**config.mk**
```make
export PLATFORM = sky130hd
export DESIGN_NAME = instr_fetch_unit
export DESIGN_NICKNAME = d
export VERILOG_FILES = /design/src/rtl/instr_fetch_unit.sv
export SDC_FILE = /design/constraint.sdc
export NUM_CORES = 1
export LEC_CHECK = 0
export CORE_MARGIN = 1
export CORE_UTILIZATION = 30
export CTS_CLUSTER_SIZE = 25
export DETAILED_ROUTE_END_ITERATION = 16
export GPL_TIMING_DRIVEN = 0
export SLEW_MARGIN = 30
export SYNTH_ARGS = -nofsm -noshare
export SYNTH_HDL_FRONTEND = slang
export SYNTH_SLANG_ARGS = --single-unit
```
**constraint.sdc**
```tcl
create_clock -name clk -period 14.9 [get_ports clk]
set_clock_uncertainty 0.1 [all_clocks]
set_input_delay 1.49 -clock clk [delete_from_list [all_inputs] [get_ports clk]]
set_output_delay 1.49 -clock clk [all_outputs]
set_load 0.02 [all_outputs]
```
**src/rtl/instr_fetch_unit.sv**
```systemverilog
// instr_fetch_unit
// PC generation and instruction-memory fetch stage. It issues word reads over
// a req/ack handshake, buffers returned words in a 2-entry prefetch queue, and
// presents the queue head to the fetch/decode pipeline register.
//
// Optional build macro: FETCH_HALT_EN
//   Defined   -> a fetched 32'hFFFF_FFFF stops further requests (HALT state)
//                and the extra output `halted` is present.
//   Undefined -> every word is fetched alike; no `halted` port.
//
// state | meaning
// ------+--------------------------------------------------------------
// REQ   | request outstanding at pc (req held, address stable until ack)
// HOLD  | queue has no room for another word; request lowered
// DROP  | redirect arrived mid-request; wait out the stale ack, then
//       | restart at the latched target
// HALT  | (FETCH_HALT_EN only) halt word fetched; no more requests
module instr_fetch_unit #(
  parameter logic [31:0] RESET_PC = 32'h0000_0000,
  parameter logic [31:0] PC_STEP  = 32'd4,
  parameter logic [1:0]  QDEPTH   = 2'd2
) (
  input  logic        clk,
  input  logic        rst,
  input  logic        jmp_en,
  input  logic [31:0] jmp_target,
  input  logic        stall,
  output logic        imem_req,
  output logic [31:0] imem_addr,
  input  logic        imem_ack,
  input  logic [31:0] imem_rdata,
  output logic        if_valid,
  output logic [31:0] if_pc,
  output logic [31:0] if_instr
`ifdef FETCH_HALT_EN
  ,
  output logic        halted
`endif
);

  localparam logic [1:0] ST_REQ  = 2'd0;
  localparam logic [1:0] ST_HOLD = 2'd1;
  localparam logic [1:0] ST_DROP = 2'd2;
`ifdef FETCH_HALT_EN
  localparam logic [1:0]  ST_HALT   = 2'd3;
  localparam logic [31:0] HALT_WORD = 32'hFFFF_FFFF;
`endif

  logic [1:0]  state_q, state_d;
  logic [31:0] pc_q, pc_d;
  logic [31:0] tgt_q, tgt_d;
  logic        req_q, req_d;

  // Queue: entry 0 is always the head, entry 1 the younger word.
  logic [1:0]  cnt_q, cnt_d;
  logic [31:0] e0_pc_q, e0_pc_d;
  logic [31:0] e0_ins_q, e0_ins_d;
  logic [31:0] e1_pc_q, e1_pc_d;
  logic [31:0] e1_ins_q, e1_ins_d;

  logic        ack_live;
  logic        push;
  logic        pop;
  logic        credit;

  // An ack only counts while our own request is up; this also discards any
  // ack belonging to a request abandoned by reset.
  assign ack_live = imem_ack & req_q;
  assign push     = ack_live & (state_q == ST_REQ) & ~jmp_en;
  assign pop      = (cnt_q != 2'd0) & ~stall & ~jmp_en;

  // Room for another word once this cycle's push/pop has settled.
  assign credit   = (cnt_d < QDEPTH);

  // Prefetch queue next-state: flush on redirect, otherwise FIFO push/pop.
  always_comb begin
    cnt_d    = cnt_q;
    e0_pc_d  = e0_pc_q;
    e0_ins_d = e0_ins_q;
    e1_pc_d  = e1_pc_q;
    e1_ins_d = e1_ins_q;
    if (jmp_en) begin
      cnt_d = 2'd0;
    end else begin
      case ({push, pop})
        2'b11: begin
          if (cnt_q == 2'd1) begin
            e0_pc_d  = pc_q;
            e0_ins_d = imem_rdata;
          end else begin
            e0_pc_d  = e1_pc_q;
            e0_ins_d = e1_ins_q;
            e1_pc_d  = pc_q;
            e1_ins_d = imem_rdata;
          end
        end
        2'b10: begin
          if (cnt_q == 2'd0) begin
            e0_pc_d  = pc_q;
            e0_ins_d = imem_rdata;
          end else begin
            e1_pc_d  = pc_q;
            e1_ins_d = imem_rdata;
          end
          cnt_d = cnt_q + 2'd1;
        end
        2'b01: begin
          e0_pc_d  = e1_pc_q;
          e0_ins_d = e1_ins_q;
          cnt_d    = cnt_q - 2'd1;
        end
        default: begin
          cnt_d = cnt_q;
        end
      endcase
    end
  end

  // Fetch FSM next-state: redirect first, then per-state sequencing.
  always_comb begin
    state_d = state_q;
    pc_d    = pc_q;
    tgt_d   = tgt_q;
    if (jmp_en) begin
      if (state_q == ST_DROP) begin
        // A stale ack landing with a fresh redirect ends the drop right away.
        if (ack_live) begin
          state_d = ST_REQ;
          pc_d    = jmp_target;
        end else begin
          tgt_d = jmp_target;
        end
      end else if ((state_q == ST_REQ) && req_q && !imem_ack) begin
        // The in-flight read must still complete; keep its address on the bus.
        state_d = ST_DROP;
        tgt_d   = jmp_target;
      end else begin
        state_d = ST_REQ;
        pc_d    = jmp_target;
      end
    end else begin
      case (state_q)
        ST_REQ: begin
          if (ack_live) begin
            pc_d = pc_q + PC_STEP;
`ifdef FETCH_HALT_EN
            if (imem_rdata == HALT_WORD) begin
              state_d = ST_HALT;
            end else begin
              state_d = credit ? ST_REQ : ST_HOLD;
            end
`else
            state_d = credit ? ST_REQ : ST_HOLD;
`endif
          end
        end
        ST_HOLD: begin
          if (credit) begin
            state_d = ST_REQ;
          end
        end
        ST_DROP: begin
          if (ack_live) begin
            state_d = ST_REQ;
            pc_d    = tgt_q;
          end
        end
`ifdef FETCH_HALT_EN
        ST_HALT: begin
          state_d = ST_HALT;
        end
`endif
        default: begin
          state_d = ST_REQ;
        end
      endcase
    end
    // Request is registered so it is low in reset and the cycle after it.
    req_d = (state_d == ST_REQ) || (state_d == ST_DROP);
  end

  // FSM, PC and request registers.
  always_ff @(posedge clk or posedge rst) begin
    if (rst) begin
      state_q <= ST_REQ;
      pc_q    <= RESET_PC;
      tgt_q   <= RESET_PC;
      req_q   <= 1'b0;
    end else begin
      state_q <= state_d;
      pc_q    <= pc_d;
      tgt_q   <= tgt_d;
      req_q   <= req_d;
    end
  end

  // Queue storage registers.
  always_ff @(posedge clk or posedge rst) begin
    if (rst) begin
      cnt_q    <= 2'd0;
      e0_pc_q  <= 32'd0;
      e0_ins_q <= 32'd0;
      e1_pc_q  <= 32'd0;
      e1_ins_q <= 32'd0;
    end else begin
      cnt_q    <= cnt_d;
      e0_pc_q  <= e0_pc_d;
      e0_ins_q <= e0_ins_d;
      e1_pc_q  <= e1_pc_d;
      e1_ins_q <= e1_ins_d;
    end
  end

  assign imem_req  = req_q;
  assign imem_addr = pc_q;
  assign if_valid  = (cnt_q != 2'd0);
  assign if_pc     = e0_pc_q;
  assign if_instr  = e0_ins_q;

`ifdef FETCH_HALT_EN
  assign halted = (state_q == ST_HALT);
`endif

endmodule

```
* Word-level counts from Yosys, hierarchy flattened *
Cells that the tools add are included.

cells by class
  $add $sub $neg = 3
  order comparisons = 1
  eq/ne operators = 14
  muxes and demuxes = 32
  bitwise gates (word level) = 7
  reductions and logical operators = 16

operator list
  operator                                                               number
  32-bit two-way mux                                                     17
  32-bit one-hot mux with 2 select lines                                 3
  32-bit one-hot mux with 3 select lines                                 2
  32-bit by 3-bit adder with 32-bit output, second input constant        1
  2-bit two-way mux                                                      7
  2-bit != test, second input constant                                   5
  2-bit equality test, second input constant                             4
  4-bit AND reduction                                                    2
  2-bit by 1-bit equality test with 1-bit output, second input constant  3
  2-bit logical NOT                                                      3
  3-bit != test, second input constant                                   2
  2-bit one-hot mux with 3 select lines                                  1
  3-bit AND reduction                                                    2
  2-bit nonzero test                                                     3
  3-bit nonzero test                                                     2
  1-bit bitwise AND                                                      5
  2-bit one-hot mux with 2 select lines                                  1
  2-bit by 1-bit adder with 2-bit output, second input constant          1
  1-bit logical AND                                                      2
  2-bit less-than comparator, second input constant                      1
  1-bit NOT                                                              2
  2-bit by 1-bit subtractor with 2-bit output, second input constant     1
  1-bit logical NOT                                                      1
  1-bit logical OR                                                       1
  1-bit two-way mux                                                      1

word-level totals
  bits in registers = 197
  input bits = 69
  output and inout port bits = 98
  word-level logic and storage cells = 82

* Longest topological paths before layout *
  depth in word-level cells = 13
  mapped depth = 12
  mapped depth without buffers = 10

* Worst setup path before layout *
No wires, ideal clock.

  path kind = input to register
  from = input port jmp_en
  to = register e0_ins_q[0], in the netlist if_instr[0]
  setup time = 132 ps
  arrival = 3652 ps
  data required time = 14668 ps
  setup slack = 11016 ps
  cell stages on the path = 10
  path buffers = 4
  cells stage by stage = clkbuf_1 -> nor2_1 -> nand2_1 -> ha_1 -> buf_2 -> mux2_1 -> clkbuf_1 -> clkbuf_1 -> a22oi_1 -> o21ai_1

between the ends
  word-level cells in the longest chain between the ends = 5
  elaborated cells on any way between the ends = 10
  classes of those cells = eq/ne: 4; mux: 1; bitwise: 3; reduce/logical: 2

ends and longest elaborated chain
  what                                                                                          RTL line  text
  start: declaration                                                                            25        input logic jmp_en,
  1-bit NOT (no source line) (*)                                                                --
  1-bit bitwise AND, on equally long branches                                                   70, 69
  2-bit equality test / 2-bit by 1-bit equality test with 1-bit output (equally long branches)  85        case ({push, pop})
  2-bit != test (no source line) / 3-bit nonzero test (equally long branches)                   --
  3-bit AND reduction (no source line)                                                          --
  end signal: assignment                                                                        208       e0_ins_q <= e0_ins_d;
  end: declaration                                                                              57        logic [31:0] e0_ins_q, e0_ins_d;

Every way passes the cells marked *; elsewhere a longest branch is shown, timed or not.
A chain may end at the register's enable or synchronous reset.

* Worst setup path after layout *
  from = input port jmp_en
  to = register e0_ins_q[30], in the netlist if_instr[30]

The elaborated chain is that of the path after synthesis.

==> results.toml <==
[run_status]
status = "finished, final reports clean"

[sta]
clock.fmax_mhz = 190
fin_crit_sh = 0.353
final_hold_viol_count = 0
setup_tns_ns = 0
fin_crit_ns = 5.26
finalSetupViolCount = 0
timing.slew.headroom = 0.465
drv_slew = 0
worst_pin_slew_ns = 0.797
rsz0062_at_grt = "false"
worst_slack_ns = 9.64

[floorplanning]
start_util = 0.306
io_pins = 167
die_area_um2 = 31000
die_h_um = 176
die_x_um = 176
coreArea_um2 = 29700
rows = 63

[logic_synthesis]
ys_warn_count = 0
synth_top_family_by_area = "compound AO/OA/AOI/OAI gates"
synthCells = 836
netlist_area_um2 = 9080
synth_top_area_cell = "dfrtp_1"
synth_fa_ha_area_frac = 0.00965
synth_area_per_cell_um2 = 10.9
synth-simple-area-share = 0.103
synth_seq_area_share = 0.543
synthArstFlopShare = 1.00
synthDistinctLibCells = 58
synth-xor-area-share = 0.0154
synth_seq_cells = 197
muxShareOfSynthArea = 0.118
synth_compound_area_frac = 0.173
synth_ff_type = "dfrtp_1"
yosysTopAreaCellShare = 0.543
synth_edf_count = 0
syn-num-nets = 912
ys_top_cells_by_area = "dfrtp_1, mux2_1, a22oi_1"

[clock_tree]
cts_setup_buffers = 0
ctsResizeCount = 0
h-tree-depth = 4
cts_sinks = 197
cts_tree = "yes"
clock-root-buffer = "clkbuf_16"
worstSkewPairLatency_ns = 0.43
clk_path_buf_depth = 2
holdBufCountCts = 0
cts_buffers = 17
path_clk_slew_ns = 0.07

[pwr]
p_per_area_nw_per_um2 = 121
ir_worst_vdd_v = 0.0000773
p_leak_nw = 5.01

[layout]
fillers = 2934
register_area_um2 = 4930
final_nets = 1099
drive_gt1_frac = 0.0687
final_common_cell = "dfrtp_1"
final_cell_mix = "dfrtp_1, clkdlybuf4s50_1, nand2_1"
antenna_cells = 0
fin_cells = 1424
area_growth_pct = 31.1
multi_input_area_um2 = 3800

[detailed_routing]
wire_per_inst_um = 18.1
via_count = 7069
drc_errors = 0
drt_iter0_drc = 446
routed_via_density = 4.96
ant_nets = 0
wirelength_um = 25800
dr.pass1.iters = 4

[job]
cap_violations = 0

[placed_design]
dp_slack_ns = 9.16
dp.cells = 1394
gp_congestion = 0.831
portBuffers = 166
dp_hpwl_um = 19100

[grt]
grt_use_total = 0.171
grt_pass1_wl_um = 40900
antenna_found_initial = 0
grt_pass1_vias = 7095
grt_max_degree = 74
grt.overflow.total = 0

[critical_path]
worstPathArrival_ns = 5.52
critPathLaunchType = "input pin"
worstSetupEndpointType = "flop"
path_max_fanout = 11
critPathKind = "in -> reg"
crit_required_ns = 15.15
r2r_slack_ns = 10.88

[min_path]
min_path_type = "reg -> reg"
per-stage QoR:
step	total power [mW]	utilization	cell area (um2)	hold slack, ns
CTS	1.45	0.401	11900	0.382
detailed placement	0.968	0.380	11300	0.365
global route	1.51	0.401	11900	0.398
finish	1.44	0.401	11900	0.381
floorplan	0.814	-	9080	0.349
global placement	0.960	0.378	11200	0.358
cell type report:
| class | count | area share |
|---|---|---|
| buffer | 63 | 0.0240 |
| timing repair buffer | 168 | 0.144 |
| multi-input combinational | 559 | 0.320 |
| inverter | 17 | 0.00599 |
| tap | 390 | 0.0410 |
| clock inverter | 10 | 0.0122 |
| sequential | 197 | 0.414 |
| clock buffer | 20 | 0.0392 |
registers in the layout, indices dropped and copies added, names as in the netlist:
name,count
imem_addr,32
e1_pc_q,32
state_q,2
if_instr,32
imem_req,1
if_pc,32
e1_ins_q,32
cnt_q,2
tgt_q,32
report_power, final:
part           switching, mW  internal [mW]
Clock                  0.204          0.278
Sequential            0.0584          0.600
Combinational          0.157          0.138
Total                  0.420           1.02
metal layers:
layer  track usage  part of all wire  wire length, um
met1         0.237              0.47            12100
met2         0.275              0.47            12100
met3        0.0334             0.047             1200
met4        0.0402             0.013              329
met5             0                 0                0
synth_stat cells (all sizes together), types with 8 or more instances:
master / n
nand2: 100
mux2: 91
dfrtp: 197
a21oi: 26
xor2: 10
inv: 17
nor2: 29
clkbuf: 31
buf: 32
and3: 13
nand4: 8
nand3: 15
a22oi: 67
o21ai: 105
critical path, stage by stage:
cell and delay (ns):
clkdlybuf4s50_1 0.50, clkbuf_1 0.31, nor2_1 0.60, nand2_1 0.52, ha_1 0.44, buf_2 0.20
mux2i_2 0.64, clkbuf_1 0.50, a22oi_1 0.13, o21ai_1 0.16
path summary, 6_finish.rpt:
kind,start,end,cells after the start
worst max-delay path,jmp_en,if_instr[30],10
worst min-delay path,if_instr[31],if_instr[31],1
max in group asynchronous,rst,tgt_q[29],3
worst min register to register,if_instr[31],if_instr[31],1
min in group asynchronous,rst,if_instr[15],2
worst max register to register,state_q[0],if_instr[30],9
kinds of logic (layout without fill, tap and decap cells):
kind of cell / Yosys count / in the layout
mux: 96 / 96
buf+inv: 80 / 278
xor+xnor: 16 / 16
flops: 197 / 197
simple gates: 193 / 193
fa+ha+maj: 7 / 7
compound gates: 247 / 247
Power figures use the tool's default switching activity.
